<file path="config.mk">
export PLATFORM = sky130hd
export DESIGN_NAME = rv_rr_arbiter_flat
export DESIGN_NICKNAME = d
export VERILOG_FILES = /design/src/rtl/rv_rr_arbiter_if.sv /design/src/rtl/rv_rr_arbiter.sv /design/src/flat_wrapper.sv
export SDC_FILE = /design/constraint.sdc
export NUM_CORES = 1
export LEC_CHECK = 0
export ABC_AREA = 1
export BUFFER_PORTS_ARGS = -buffer_cell sky130_fd_sc_hd__buf_2
export CAP_MARGIN = 20
export CORE_MARGIN = 10
export CORE_UTILIZATION = 44
export DETAILED_ROUTE_END_ITERATION = 10
export GPL_ROUTABILITY_DRIVEN = 1
export PLACE_DENSITY_LB_ADDON = 0.25
export SLEW_MARGIN = 15
export SYNTH_ARGS = -nofsm -noshare
export SYNTH_HDL_FRONTEND = slang
export SYNTH_SLANG_ARGS = --single-unit
</file>
<file path="constraint.sdc">
create_clock -name clk -period 2.7 [get_ports clk]
set_input_delay 0.135 -clock clk [delete_from_list [all_inputs] [get_ports clk]]
set_output_delay 0.135 -clock clk [all_outputs]
set_load 0.02 [all_outputs]
</file>
<file path="src/rtl/rv_rr_arbiter_if.sv">
// Ready/valid bundle between NUM_REQ requesters, the round-robin arbiter and its sink.
// out_id is present only when RV_ARB_ID_EN is defined.
interface rv_rr_arbiter_if #(
  parameter int NUM_REQ = 4,
  parameter int DATA_W  = 16
);
  logic [NUM_REQ-1:0]        in_valid;
  logic [NUM_REQ-1:0]        in_last;
  logic [NUM_REQ*DATA_W-1:0] data_in;
  logic [NUM_REQ-1:0]        in_ready;
  logic                      out_valid;
  logic                      out_last;
  logic [DATA_W-1:0]         data_out;
  logic                      out_ready;
`ifdef RV_ARB_ID_EN
  logic [$clog2(NUM_REQ)-1:0] out_id;
`endif

  modport master (
    output in_valid, in_last, data_in, out_ready,
    input  in_ready, out_valid, out_last, data_out
`ifdef RV_ARB_ID_EN
    , input out_id
`endif
  );

  modport slave (
    input  in_valid, in_last, data_in, out_ready,
    output in_ready, out_valid, out_last, data_out
`ifdef RV_ARB_ID_EN
    , output out_id
`endif
  );
endinterface

</file>
<file path="src/rtl/rv_rr_arbiter.sv">
// Packet-aware round-robin arbiter feeding a one-entry output register slice.
// Define RV_ARB_ID_EN to add the registered source index out_id.
//
// state | meaning
// IDLE  | between packets; grant goes to first valid requester from rr_ptr
// LOCK  | mid-packet; grant pinned to lock_id until its last beat is accepted
module rv_rr_arbiter #(
  parameter int NUM_REQ = 4,
  parameter int DATA_W  = 16,
  parameter int ID_W    = 2
) (
  input  logic            clk,
  input  logic            reset,
  rv_rr_arbiter_if.slave  bus
);

  typedef enum logic {IDLE, LOCK} state_t;

  state_t            state;
  logic [ID_W-1:0]   rr_ptr;
  logic [ID_W-1:0]   lock_id;
  logic [ID_W-1:0]   gnt_id;
  logic              gnt_vld;
  logic              slot_free;
  logic              accept;
  logic [DATA_W-1:0] beat;
  logic              beat_last;

  function automatic logic [ID_W-1:0] next_id(input logic [ID_W-1:0] id);
    return (int'(id) == NUM_REQ - 1) ? '0 : id + 1'b1;
  endfunction

  // Descending scan so the requester closest to rr_ptr is the last (winning) write.
  always_comb begin
    gnt_vld = 1'b0;
    gnt_id  = '0;
    if (state == LOCK) begin
      gnt_vld = 1'b1;
      gnt_id  = lock_id;
    end else begin
      for (int k = NUM_REQ - 1; k >= 0; k--) begin
        if (bus.in_valid[(int'(rr_ptr) + k) % NUM_REQ]) begin
          gnt_vld = 1'b1;
          gnt_id  = ID_W'((int'(rr_ptr) + k) % NUM_REQ);
        end
      end
    end
  end

  assign slot_free = ~bus.out_valid | bus.out_ready;

  always_comb begin
    bus.in_ready = '0;
    for (int i = 0; i < NUM_REQ; i++) begin
      bus.in_ready[i] = gnt_vld && (gnt_id == ID_W'(i)) && slot_free && !reset;
    end
  end

  assign accept    = |(bus.in_valid & bus.in_ready);
  assign beat      = bus.data_in[int'(gnt_id)*DATA_W +: DATA_W];
  assign beat_last = bus.in_last[gnt_id];

  always_ff @(posedge clk) begin
    if (reset) begin
      bus.out_valid <= 1'b0;
      bus.out_last  <= 1'b0;
      bus.data_out  <= '0;
`ifdef RV_ARB_ID_EN
      bus.out_id    <= '0;
`endif
      rr_ptr        <= '0;
      lock_id       <= '0;
      state         <= IDLE;
    end else begin
      if (accept) begin
        bus.out_valid <= 1'b1;
        bus.out_last  <= beat_last;
        bus.data_out  <= beat;
`ifdef RV_ARB_ID_EN
        bus.out_id    <= gnt_id;
`endif
      end else if (bus.out_ready) begin
        bus.out_valid <= 1'b0;
      end

      // rr_ptr moves only when a packet completes.
      if (accept) begin
        case (state)
          IDLE: begin
            if (beat_last) begin
              rr_ptr <= next_id(gnt_id);
            end else begin
              state   <= LOCK;
              lock_id <= gnt_id;
            end
          end
          LOCK: begin
            if (beat_last) begin
              state  <= IDLE;
              rr_ptr <= next_id(lock_id);
            end
          end
          default: state <= IDLE;
        endcase
      end
    end
  end

endmodule

</file>
<file path="src/flat_wrapper.sv">
// flat-port wrapper written by rule: the top's interface ports become plain ports
module rv_rr_arbiter_flat 
#(
  parameter int NUM_REQ = 4,
  parameter int DATA_W  = 16,
  parameter int ID_W    = 2
)
  (clk, reset, bus_in_valid, bus_in_last, bus_data_in, bus_out_ready, bus_in_ready, bus_out_valid, bus_out_last, bus_data_out);
  rv_rr_arbiter_if #(.NUM_REQ(NUM_REQ), .DATA_W(DATA_W)) bus_i ();
  input  logic clk;
  input  logic reset;
  input wire logic [$bits(bus_i.in_valid)-1:0] bus_in_valid;
  input wire logic [$bits(bus_i.in_last)-1:0] bus_in_last;
  input wire logic [$bits(bus_i.data_in)-1:0] bus_data_in;
  input wire logic [$bits(bus_i.out_ready)-1:0] bus_out_ready;
  output wire logic [$bits(bus_i.in_ready)-1:0] bus_in_ready;
  output wire logic [$bits(bus_i.out_valid)-1:0] bus_out_valid;
  output wire logic [$bits(bus_i.out_last)-1:0] bus_out_last;
  output wire logic [$bits(bus_i.data_out)-1:0] bus_data_out;
  assign bus_i.in_valid = bus_in_valid;
  assign bus_i.in_last = bus_in_last;
  assign bus_i.data_in = bus_data_in;
  assign bus_i.out_ready = bus_out_ready;
  assign bus_in_ready = bus_i.in_ready;
  assign bus_out_valid = bus_i.out_valid;
  assign bus_out_last = bus_i.out_last;
  assign bus_data_out = bus_i.data_out;
  rv_rr_arbiter #(.NUM_REQ(NUM_REQ), .DATA_W(DATA_W), .ID_W(ID_W)) u_core (.clk(clk), .reset(reset), .bus(bus_i));
endmodule
</file>
==> results.toml, run 1 <==
[outcome]
result_of_the_run = "complete, no violations"

[hold_path]
min_from = "reset"
worstHoldPathType = "in -> reg"
worst_hold_endpoint = "u_core.bus.data_out[4]"
holdPathStages = 2

[global_routing]
grt_pass1_wl_um = 9270
grt_pass1_vias = 1901
globalRouteOverflowTotal = 0
grt_resource_usage_total_pct = 16.8
number_of_antenna_violations_at_the_first_check_in_global_routing = 0
grt_max_degree = 38

[layout]
final_core_occ_pct = 62.0
numnets_final = 473
antenna_cells = 0
nFillCells = 361
area.growth.synth_to_final_pct = 33.7
design_area_um2 = 2300
drive_above_1_share_pct = 31.6

[yosys]
main_combinational_cell_family_by_area_after_synthesis = "simple AND/OR/NAND/NOR gates"
synth.yosys.seq_area_share_pct = 26.7
yosys_warnings = 0
ys_types = 22
synthXorXnorAreaFrac_pct = 0
synth-adder-area-share_pct = 0.726
postSynthNetCount = 377
synth.area.top_cells = "dfxtp_1 (27%), nor2_1 (19%), nand2_1 (12%), o21ai_0 (12%), inv_1 (4.8%)"
synth-seq-cells = 23
synth_top_area_share_pct = 26.7
library_cell_occupying_the_most_area_in_the_post_synthesis_netlist = "dfxtp_1"
mappedNetlistArea_um2 = 1720
post_synth_and_or_nand_nor_area_fraction_pct = 40.5
postSynthAreaPerCell_um2 = 5.72
mux_cell_area_share_after_synthesis_pct = 0
netlist_instances = 301
synth_compound_area_share_pct = 21.0

[critical_path]
setup.worst_path.class = "reg -> out"
r2r_cells = 20
timing.rr.end = "u_core.lock_id[0]"
critical_path.max_fanout = 19
timing.rr.start = "u_core.rr_ptr[0]"
timing.reg2reg.setup_slack_ps = 270
worst_setup_path_end_kind = "output port"
critical_path_required_ps = 2570
start_kind = "flop"
timing.critical_path.from = "u_core.rr_ptr[0]"
crit_arrival_ps = 2360

[clocking]
clkTransAtPathRegs_ps = 80
ctsLongestPathBuffers = 2
cts-buffers-inserted = 3
cts_hold_buf = 0
cts-htree-levels = 1
clock_tree.root_cell = "clkbuf_8"
cts.sink_count = 23
clock_latency_ps = 260
tritoncts_clock_tree = "done"

[sta]
layout_worst_path_cycle_share_pct = 92.4
timing_limited_maximum_frequency_mhz = 401
final-hold-violation-count = 0
min_period_ps = 2490
tns_ps = 0
max_slew_margin_pct = 68.5
setup_viol_count_final = 0
worst_slew_pin_slew_ps = 472
timing.final.max_slew_violations = 0
skew_ps = 2.08

[power_and_ir_drop]
power.density_nw_per_um2 = 1570
cellLeakagePower_nw = 1.25
vdd_ir_drop_max_mv = 0.855

[placement]
dp_hpwl_um = 4720
placed_cell_area_um2 = 2210
place.port_buffers = 96
routabilityCongestion = 0.847

[routing]
avgViaCountPerCell = 4.98
drc = 0
drt_wirelength_um = 6200
ant_nets = 0
dr.first_iter.drc_count = 218
detail_route.first_pass.iterations = 5
wire_per_inst_um = 14.0
via_count = 2210

[die]
rows = 22
design.portCount = 97
chipWidth_um = 82.6
floorplan.initialDensity_pct = 46.4
core_region_area_um2 = 3720
die-area_um2 = 6820
die_h_um = 82.6

[job]
max-cap-violations = 0
[repair_timing]
action                                 CTS  global route
setup endpoints to repair                0             6
buffers inserted                         0             4
endpoints found under the hold margin    0             0
gates resized for setup                  0             3
[synthesized netlist by cell type, drive strengths merged]
cell	count
nand2	61
nand4	1
o22ai	13
ha	1
nor3	1
nand3	14
clkbuf	4
o21ai	48
nor2	90
buf	10
a21oi	8
inv	27
dfxtp	23
[metal layers]
layer / global-route usage (%) / vias up / routed length, um
met4: 4.01 / 0 / 64
li1: - / 1155 / -
met1: 21.9 / 938 / 2650
met2: 27.2 / 111 / 2790
met5: 0 / - / 0
met3: 4.00 / 6 / 697
[report_power, final]
group | total, mW | switching [mW] | internal, mW | leakage, nW
sequential | 0.529 | 0.0653 | 0.464 | 0.189
clock | 0.214 | 0.109 | 0.105 | 0.0228
combinational | 2.88 | 1.90 | 0.977 | 1.03
[worst max path at each step]
stage,slack (ps),cells past startpoint,end
after floorplan,80,22,u_core.rr_ptr[1]
after global placement,250,19,u_core.lock_id[0]
after detailed placement,240,19,u_core.lock_id[0]
after CTS,190,19,u_core.lock_id[0]
after global routing,-40,22,u_core.lock_id[0]
final,210,14,bus_in_ready[2]
[through the flow]
stage          total power, mW  hold slack [ps]  setup WS [ps]  std cells
3_3_place_gp              3.22              406            249        436
4_1_cts                   3.45              121            195        440
6_report                  3.62              127            206        444
3_5_place_dp              3.22              408            236        436
5_1_grt                   3.99              137          -37.5        444
2_1_floorplan             2.68              204           80.2        301
[placed cells by master (no fill, tap or decap), types with 3 or more instances in the layout]
| master | netlist | layout |
|---|---|---|
| nor2_1 | 86 | 86 |
| clkbuf_8 | 0 | 3 |
| inv_1 | 22 | 22 |
| a21oi_1 | 8 | 8 |
| buf_2 | 5 | 96 |
| o21ai_1 | 7 | 7 |
| buf_4 | 2 | 7 |
| nand2_1 | 55 | 55 |
| o21ai_0 | 41 | 41 |
| nand3_1 | 12 | 12 |
| inv_2 | 5 | 5 |
| o22ai_1 | 13 | 13 |
| dfxtp_1 | 23 | 23 |
| nand2_2 | 5 | 5 |
[cells by family after synthesis]
logic type | after synthesis
flip-flops | 23
AO/OA/AOI/OAI | 69
buffers and inverters | 41
adder cells (fa/ha/maj) | 1
AND/OR/NAND/NOR | 167
[area by class of cell]
| type | instances | area, um^2 | area share, % |
|---|---|---|---|
| clock buffers | 4 | 45.0 | 1.96 |
| inverters | 27 | 101 | 4.40 |
| multi-input cells | 237 | 1080 | 46.9 |
| flip-flops and latches | 23 | 460 | 20.0 |
| well taps | 48 | 60.1 | 2.61 |
| repair buffers | 105 | 556 | 24.1 |
[sequential cells by signal, summed over array words and instances (netlist names)]
signal / flops
u_core.bus.data_out: 16
u_core.bus.out_last: 1
u_core.bus.out_valid: 1
u_core.lock_id: 2
u_core.rr_ptr: 2
u_core.state: 1
[critical path: stages, from the launching register on]
cell and delay, ps:
dfxtp_1 340, buf_4 180, nand2_1 60, nand2_1 100
nand2_1 80, nand3_1 70, nand3_1 70, nand2_1 70
nand2_1 90, nand2_1 110, buf_4 250, inv_1 80
buf_4 200, nor3_1 190, buf_2 200
(Power assumes the default switching activity.)
==> run 2: changes to the inputs <==
--- a/config.mk
+++ b/config.mk
@@ -8,8 +8,10 @@
 export ABC_AREA = 1
 export BUFFER_PORTS_ARGS = -buffer_cell sky130_fd_sc_hd__buf_2
 export CAP_MARGIN = 20
+export CELL_PAD_IN_SITES_DETAIL_PLACEMENT = 1
+export CELL_PAD_IN_SITES_GLOBAL_PLACEMENT = 2
 export CORE_MARGIN = 10
-export CORE_UTILIZATION = 44
+export CORE_UTILIZATION = 20
 export DETAILED_ROUTE_END_ITERATION = 10
 export GPL_ROUTABILITY_DRIVEN = 1
 export PLACE_DENSITY_LB_ADDON = 0.25
==> run 2 against run 1 <==
Die area rose by 87%. Wire length up 21%. Non-clock buffer count down 3. Clock skew rose by 2.0 ps. Utilization down 33 points. Sequential share of layout area decreased by 0.41 points. Final area rose by 2.7%. Critical path type is now reg -> reg. Critical endpoint is now u_core.bus.data_out[11]. Largest cell class unchanged.
==> results.toml, run 2 (synthesized netlist as in run 1, its figures left out) <==
[outcome]
result_of_the_run = "complete, no violations"

[clocking]
cts_hold_buf = 0
tritoncts_clock_tree = "done"
cts-htree-levels = 1
cts-buffers-inserted = 3
clock_latency_ps = 270
cts_resized = 0
clock_tree.root_cell = "clkbuf_8"
post-cts-setup-buffer-count = 0
cts.sink_count = 23
ctsLongestPathBuffers = 2
clkTransAtPathRegs_ps = 90

[sta]
worst_slew_pin_slew_ps = 480
final_hold_slack_ps = 141
timing.final.max_slew_violations = 0
final-hold-violation-count = 0
skew_ps = 4.11
layout_worst_path_cycle_share_pct = 90.1
min_period_ps = 2430
final.setup.worst_slack_ps = 267
setup_viol_count_final = 0
rsz0062_at_grt = "true"
timing_limited_maximum_frequency_mhz = 411
max_slew_margin_pct = 68.0

[routing]
dr.first_iter.drc_count = 61
avgViaCountPerCell = 4.39
via_count = 2188
drt_wirelength_um = 7530
drc = 0
detail_route.first_pass.iterations = 4
ant_nets = 0
wire_per_inst_um = 15.1

[die]
die_h_um = 113
rows = 33
design.portCount = 97
core_region_area_um2 = 8300
die-area_um2 = 12700
floorplan.initialDensity_pct = 20.8
chipWidth_um = 113

[placement]
dp_hpwl_um = 6200
routabilityCongestion = 0.802
place_worst_setup_slack_ps = 66.6
place.port_buffers = 96

[global_routing]
number_of_antenna_violations_at_the_first_check_in_global_routing = 0
grt_max_degree = 37
globalRouteOverflowTotal = 0
grt_resource_usage_total_pct = 11.5
grt_pass1_vias = 2465
grt_pass1_wl_um = 12200

[layout]
layout_commonest_cell = "buf_2"
drive_above_1_share_pct = 32.3
layout.cells.most_common_list = "buf_2 (96), nor2_1 (85), nand2_1 (54)"
area.growth.synth_to_final_pct = 37.3
numnets_final = 470
largest_register = "u_core.bus.data_out"
multiInputGateArea_um2 = 1090
biggest_regs = "u_core.bus.data_out: 16 flops, u_core.lock_id: 2 flops, u_core.rr_ptr: 2 flops"
sequential_cell_area_um2 = 463
antenna_cells = 0
nFillCells = 1147
largest_register_ffs = 16

[power_and_ir_drop]
cellLeakagePower_nw = 1.24
vdd_ir_drop_max_mv = 0.582
power.density_nw_per_um2 = 1550

[critical_path]
setup.worst_path.class = "reg -> reg"
critical_path.max_fanout = 14
r2r_cells = 20
critical_path_required_ps = 2910
crit_arrival_ps = 2640
worst_setup_path_end_kind = "flop"
start_kind = "flop"

[hold_path]
worstHoldPathType = "in -> reg"
holdPathStages = 2

[job]
max-cap-violations = 0
-- run 2: cell count changes in the layout (fill, tap and decap cells not counted), sizes merged --
| cell | delta |
|---|---|
| clkinv | +1 |
| clkbuf | -1 |
| buf | -3 |
-- run 2: cell type report --
cell class / instances / area share, %
sequential: 23 / 19.6
clock inverter: 1 / 0.212
inverter: 27 / 4.29
tap: 105 / 5.56
timing repair buffer: 102 / 22.7
multi-input combinational: 237 / 45.9
clock buffer: 3 / 1.75
-- run 2: report_power, final --
part	total [mW]	internal, mW	switching (mW)
Combinational	2.89	0.944	1.95
Sequential	0.539	0.467	0.0727
Clock	0.224	0.103	0.121
-- run 2: through the flow --
| step | power (mW) | util, % | setup TNS [ps] | cells | area [um^2] |
|---|---|---|---|---|---|
| after floorplan | 2.68 | - | 0 | 301 | 1720 |
| after global placement | 3.41 | 27.6 | 0 | 494 | 2290 |
| after detailed placement | 3.45 | 27.6 | 0 | 494 | 2290 |
| after CTS | 3.68 | 28.2 | 0 | 498 | 2340 |
| after global routing | 4.19 | 28.5 | -15.9 | 498 | 2360 |
| final | 3.65 | 28.5 | 0 | 498 | 2360 |
-- run 2: worst max-delay path, stage by stage (launching register included) --
cell and delay (ps):
dfxtp_2 340, buf_4 160, nand2_1 60, nand2_1 80
nand2_2 90, nand2_1 80, nor2_2 130, nor2_1 50
nand2_1 70, nand3_2 110, nand2_2 150, inv_2 60
ha_1 180, inv_1 60, nor2_2 40, nand2_1 70
nand2_2 80, nor2_4 180, buf_6 180, nand2_1 60
a21oi_1 120
-- run 2: per-layer routing --
metal / track usage [%] / up-vias / share of wire (%)
met3: 5.12 / 4 / 8.0
met4: 1.10 / 0 / 0.52
met5: 0 / - / 0
met2: 21.0 / 52 / 51
li1: - / 1147 / -
met1: 12.4 / 985 / 41
-- run 2: worst paths after layout --
kind                      startpoint                       to  slack, ps
min                            reset  u_core.bus.data_out[12]        140
min reg2reg  u_core.bus.data_out[11]  u_core.bus.data_out[11]        470
max                 u_core.rr_ptr[0]  u_core.bus.data_out[11]        270
max reg2reg         u_core.rr_ptr[0]  u_core.bus.data_out[11]        270
==> run 3: changes to the inputs <==
--- a/config.mk
+++ b/config.mk
@@ -11,7 +11,7 @@
 export CELL_PAD_IN_SITES_DETAIL_PLACEMENT = 1
 export CELL_PAD_IN_SITES_GLOBAL_PLACEMENT = 2
 export CORE_MARGIN = 10
-export CORE_UTILIZATION = 20
+export CORE_UTILIZATION = 22
 export DETAILED_ROUTE_END_ITERATION = 10
 export GPL_ROUTABILITY_DRIVEN = 1
 export PLACE_DENSITY_LB_ADDON = 0.25
==> constraint.sdc (replaced) <==
create_clock -name clk -period 2.8 [get_ports clk]
set_input_delay 0.14 -clock clk [delete_from_list [all_inputs] [get_ports clk]]
set_output_delay 0.14 -clock clk [all_outputs]
set_load 0.02 [all_outputs]
==> run 3 against run 2 <==
Final area rose by 0.63%. Die area down 7.5%. Sequential share of layout area shrank 0.18 points. Combinational power is essentially flat. Final cell count up 0.40%. Sequential power shrank 1%. Critical path depth decreased by 6. Wire length shrank 0.12%. Total power shrank 1.1%. Worst hold slack lost 19 ps. Via count is 2.0% higher. First-iteration DRC count down 21%. Critical path type is now reg -> out. Critical endpoint is now bus_in_ready[2].
==> results.toml, run 3 (synthesized netlist as in run 1, its figures left out) <==
[critical_path]
timing.critical_path.cells = "buf_4, nand2_1, nand2_1, nand2_1, nand3_1, nand3_1, nand2_1, nand2_1, nand2_1, buf_4, inv_1, buf_4, nor3_1, buf_2"
critical_path.max_fanout = 19
critical-path-slowest-cell = "dfxtp_2"
r2r_cells = 20
timing.rr.start = "u_core.rr_ptr[1]"
setup.worst_path.class = "reg -> out"
worst-path-buf-inv = 5
crit_arrival_ps = 2360
critical_path_required_ps = 2660
worst_setup_path_end_kind = "output port"
timing.reg2reg.setup_slack_ps = 350
worst_path_most_repeated_cell = "nand2_1"
timing.critical_path.from = "u_core.rr_ptr[0]"
timing.rr.end = "u_core.bus.data_out[14]"
max_stage_delay_ps = 380
start_kind = "flop"
cpLargestDelayFamily = "buffers and inverters"

[clocking]
clock_tree.root_cell = "clkbuf_8"
clock_latency_ps = 270
cts_hold_buf = 0
cts-buffers-inserted = 3
tritoncts_clock_tree = "done"
ctsLongestPathBuffers = 2
cts-htree-levels = 1
clkTransAtPathRegs_ps = 90
cts.sink_count = 23

[layout]
biggest_regs = "u_core.bus.data_out: 16 flops, u_core.lock_id: 2 flops, u_core.rr_ptr: 2 flops"
numnets_final = 475
antenna_cells = 0
sequential_cell_area_um2 = 462
final_core_occ_pct = 31.0
multiInputGateArea_um2 = 1070
layout.cells.most_common_list = "buf_2 (96), nor2_1 (86), nand2_1 (55)"
stdcell_count = 500
design_area_um2 = 2380
drive_above_1_share_pct = 32.4
area.growth.synth_to_final_pct = 38.1
layout_commonest_cell = "buf_2"
largest_register_ffs = 16
nFillCells = 1076
largest_register = "u_core.bus.data_out"

[placement]
dp_hpwl_um = 6120
placed_cell_area_um2 = 2290
place.port_buffers = 96
place_worst_setup_slack_ps = 241
dpl.cell_count = 492
routabilityCongestion = 0.814

[power_and_ir_drop]
power.combinational.fraction_pct = 79.4
cellLeakagePower_nw = 1.26
power_frac_seq_pct = 14.7
power_mw = 3.61
vdd_ir_drop_max_mv = 0.562
net-switching-power_mw = 2.10
power.density_nw_per_um2 = 1520
power.share.switching_pct = 58.2
internal-power_mw = 1.51
share_clk_of_total_power_pct = 5.9

[global_routing]
grt_pass1_wl_um = 11700
grt_pass1_vias = 2355
grt_resource_usage_total_pct = 12.3
globalRouteOverflowTotal = 0
number_of_antenna_violations_at_the_first_check_in_global_routing = 1
grt_max_degree = 38

[job]
max-cap-violations = 0

[routing]
dr.first_iter.drc_count = 48
wire_per_inst_um = 15.0
via_count = 2232
ant_nets = 0
detail_route.first_pass.iterations = 4
drc = 0
drt_wirelength_um = 7520
avgViaCountPerCell = 4.46

[die]
design.portCount = 97
die_h_um = 108
die-area_um2 = 11800
core_region_area_um2 = 7690
chipWidth_um = 108
rows = 32
floorplan.initialDensity_pct = 22.4

[sta]
timing.final.max_slew_violations = 0
layout_worst_path_cycle_share_pct = 89.2
tns_ps = 0
skew_ps = 5.69
final_hold_slack_ps = 122
timing_limited_maximum_frequency_mhz = 400
final-hold-violation-count = 0
min_period_ps = 2500
worst_slew_pin_slew_ps = 499
rsz0062_at_grt = "false"
final.setup.worst_slack_ps = 303
max_slew_margin_pct = 66.7
setup_viol_count_final = 0

[hold_path]
worst_hold_endpoint = "u_core.bus.data_out[4]"
holdPathStages = 2
min_from = "reset"
worstHoldPathType = "in -> reg"

[outcome]
result_of_the_run = "complete, no violations"
-- run 3: per-layer routing --
layer  vias to the layer above  GRT usage [%]  part of all wire (%)
met5                         -              0                  0.27
met1                      1015           13.1                    41
li1                       1159              -                     -
met2                        52           23.0                    51
met3                         4           5.18                   7.6
met4                         2          0.847                  0.25
-- run 3: power groups by stage --
stage,Sequential (mW),Combinational [mW],Clock (mW)
6_report,0.531,2.87,0.214
5_1_grt,0.550,3.29,0.231
4_1_cts,0.531,2.83,0.220
3_5_place_dp,0.535,2.82,0
3_3_place_gp,0.537,2.79,0
2_1_floorplan,0.610,1.98,0
-- run 3: worst max-delay path by stage --
stage / to / slack [ps] / depth (start not counted)
finish: bus_in_ready[2] / 300 / 14
global route: u_core.bus.data_out[14] / 10 / 21
CTS: bus_in_ready[2] / 180 / 14
detailed placement: u_core.bus.data_out[14] / 240 / 18
global placement: u_core.rr_ptr[1] / 300 / 18
floorplan: u_core.rr_ptr[1] / 180 / 22
-- run 3: worst reg2reg max path: stages, from the launching register on --
cell	delay, ps
dfxtp_1	450
inv_2	100
nand2_1	70
nand2_1	80
nand2_2	80
nand2_1	80
nor2_2	120
nor2_1	50
nand2_1	70
nand3_2	100
nand2_2	100
inv_2	50
ha_1	170
inv_1	60
nor2_1	50
nand2_1	90
nand2_2	90
nor2_4	220
buf_4	200
nor2_1	50
nor2_1	110
-- run 3: what timing repair did --
| action | CTS | global route |
|---|---|---|
| setup buffers | 0 | 4 |
| gates resized for setup | 0 | 3 |
| setup endpoints to repair | 0 | 24 |
-- run 3: final cells by class --
cell class / instances / share of cell area, %
multi-input cells: 237 / 45.1
repair buffers: 107 / 24.0
inverters: 27 / 4.26
well taps: 102 / 5.36
clock buffers: 3 / 1.74
flip-flops and latches: 23 / 19.4
clock inverters: 1 / 0.210
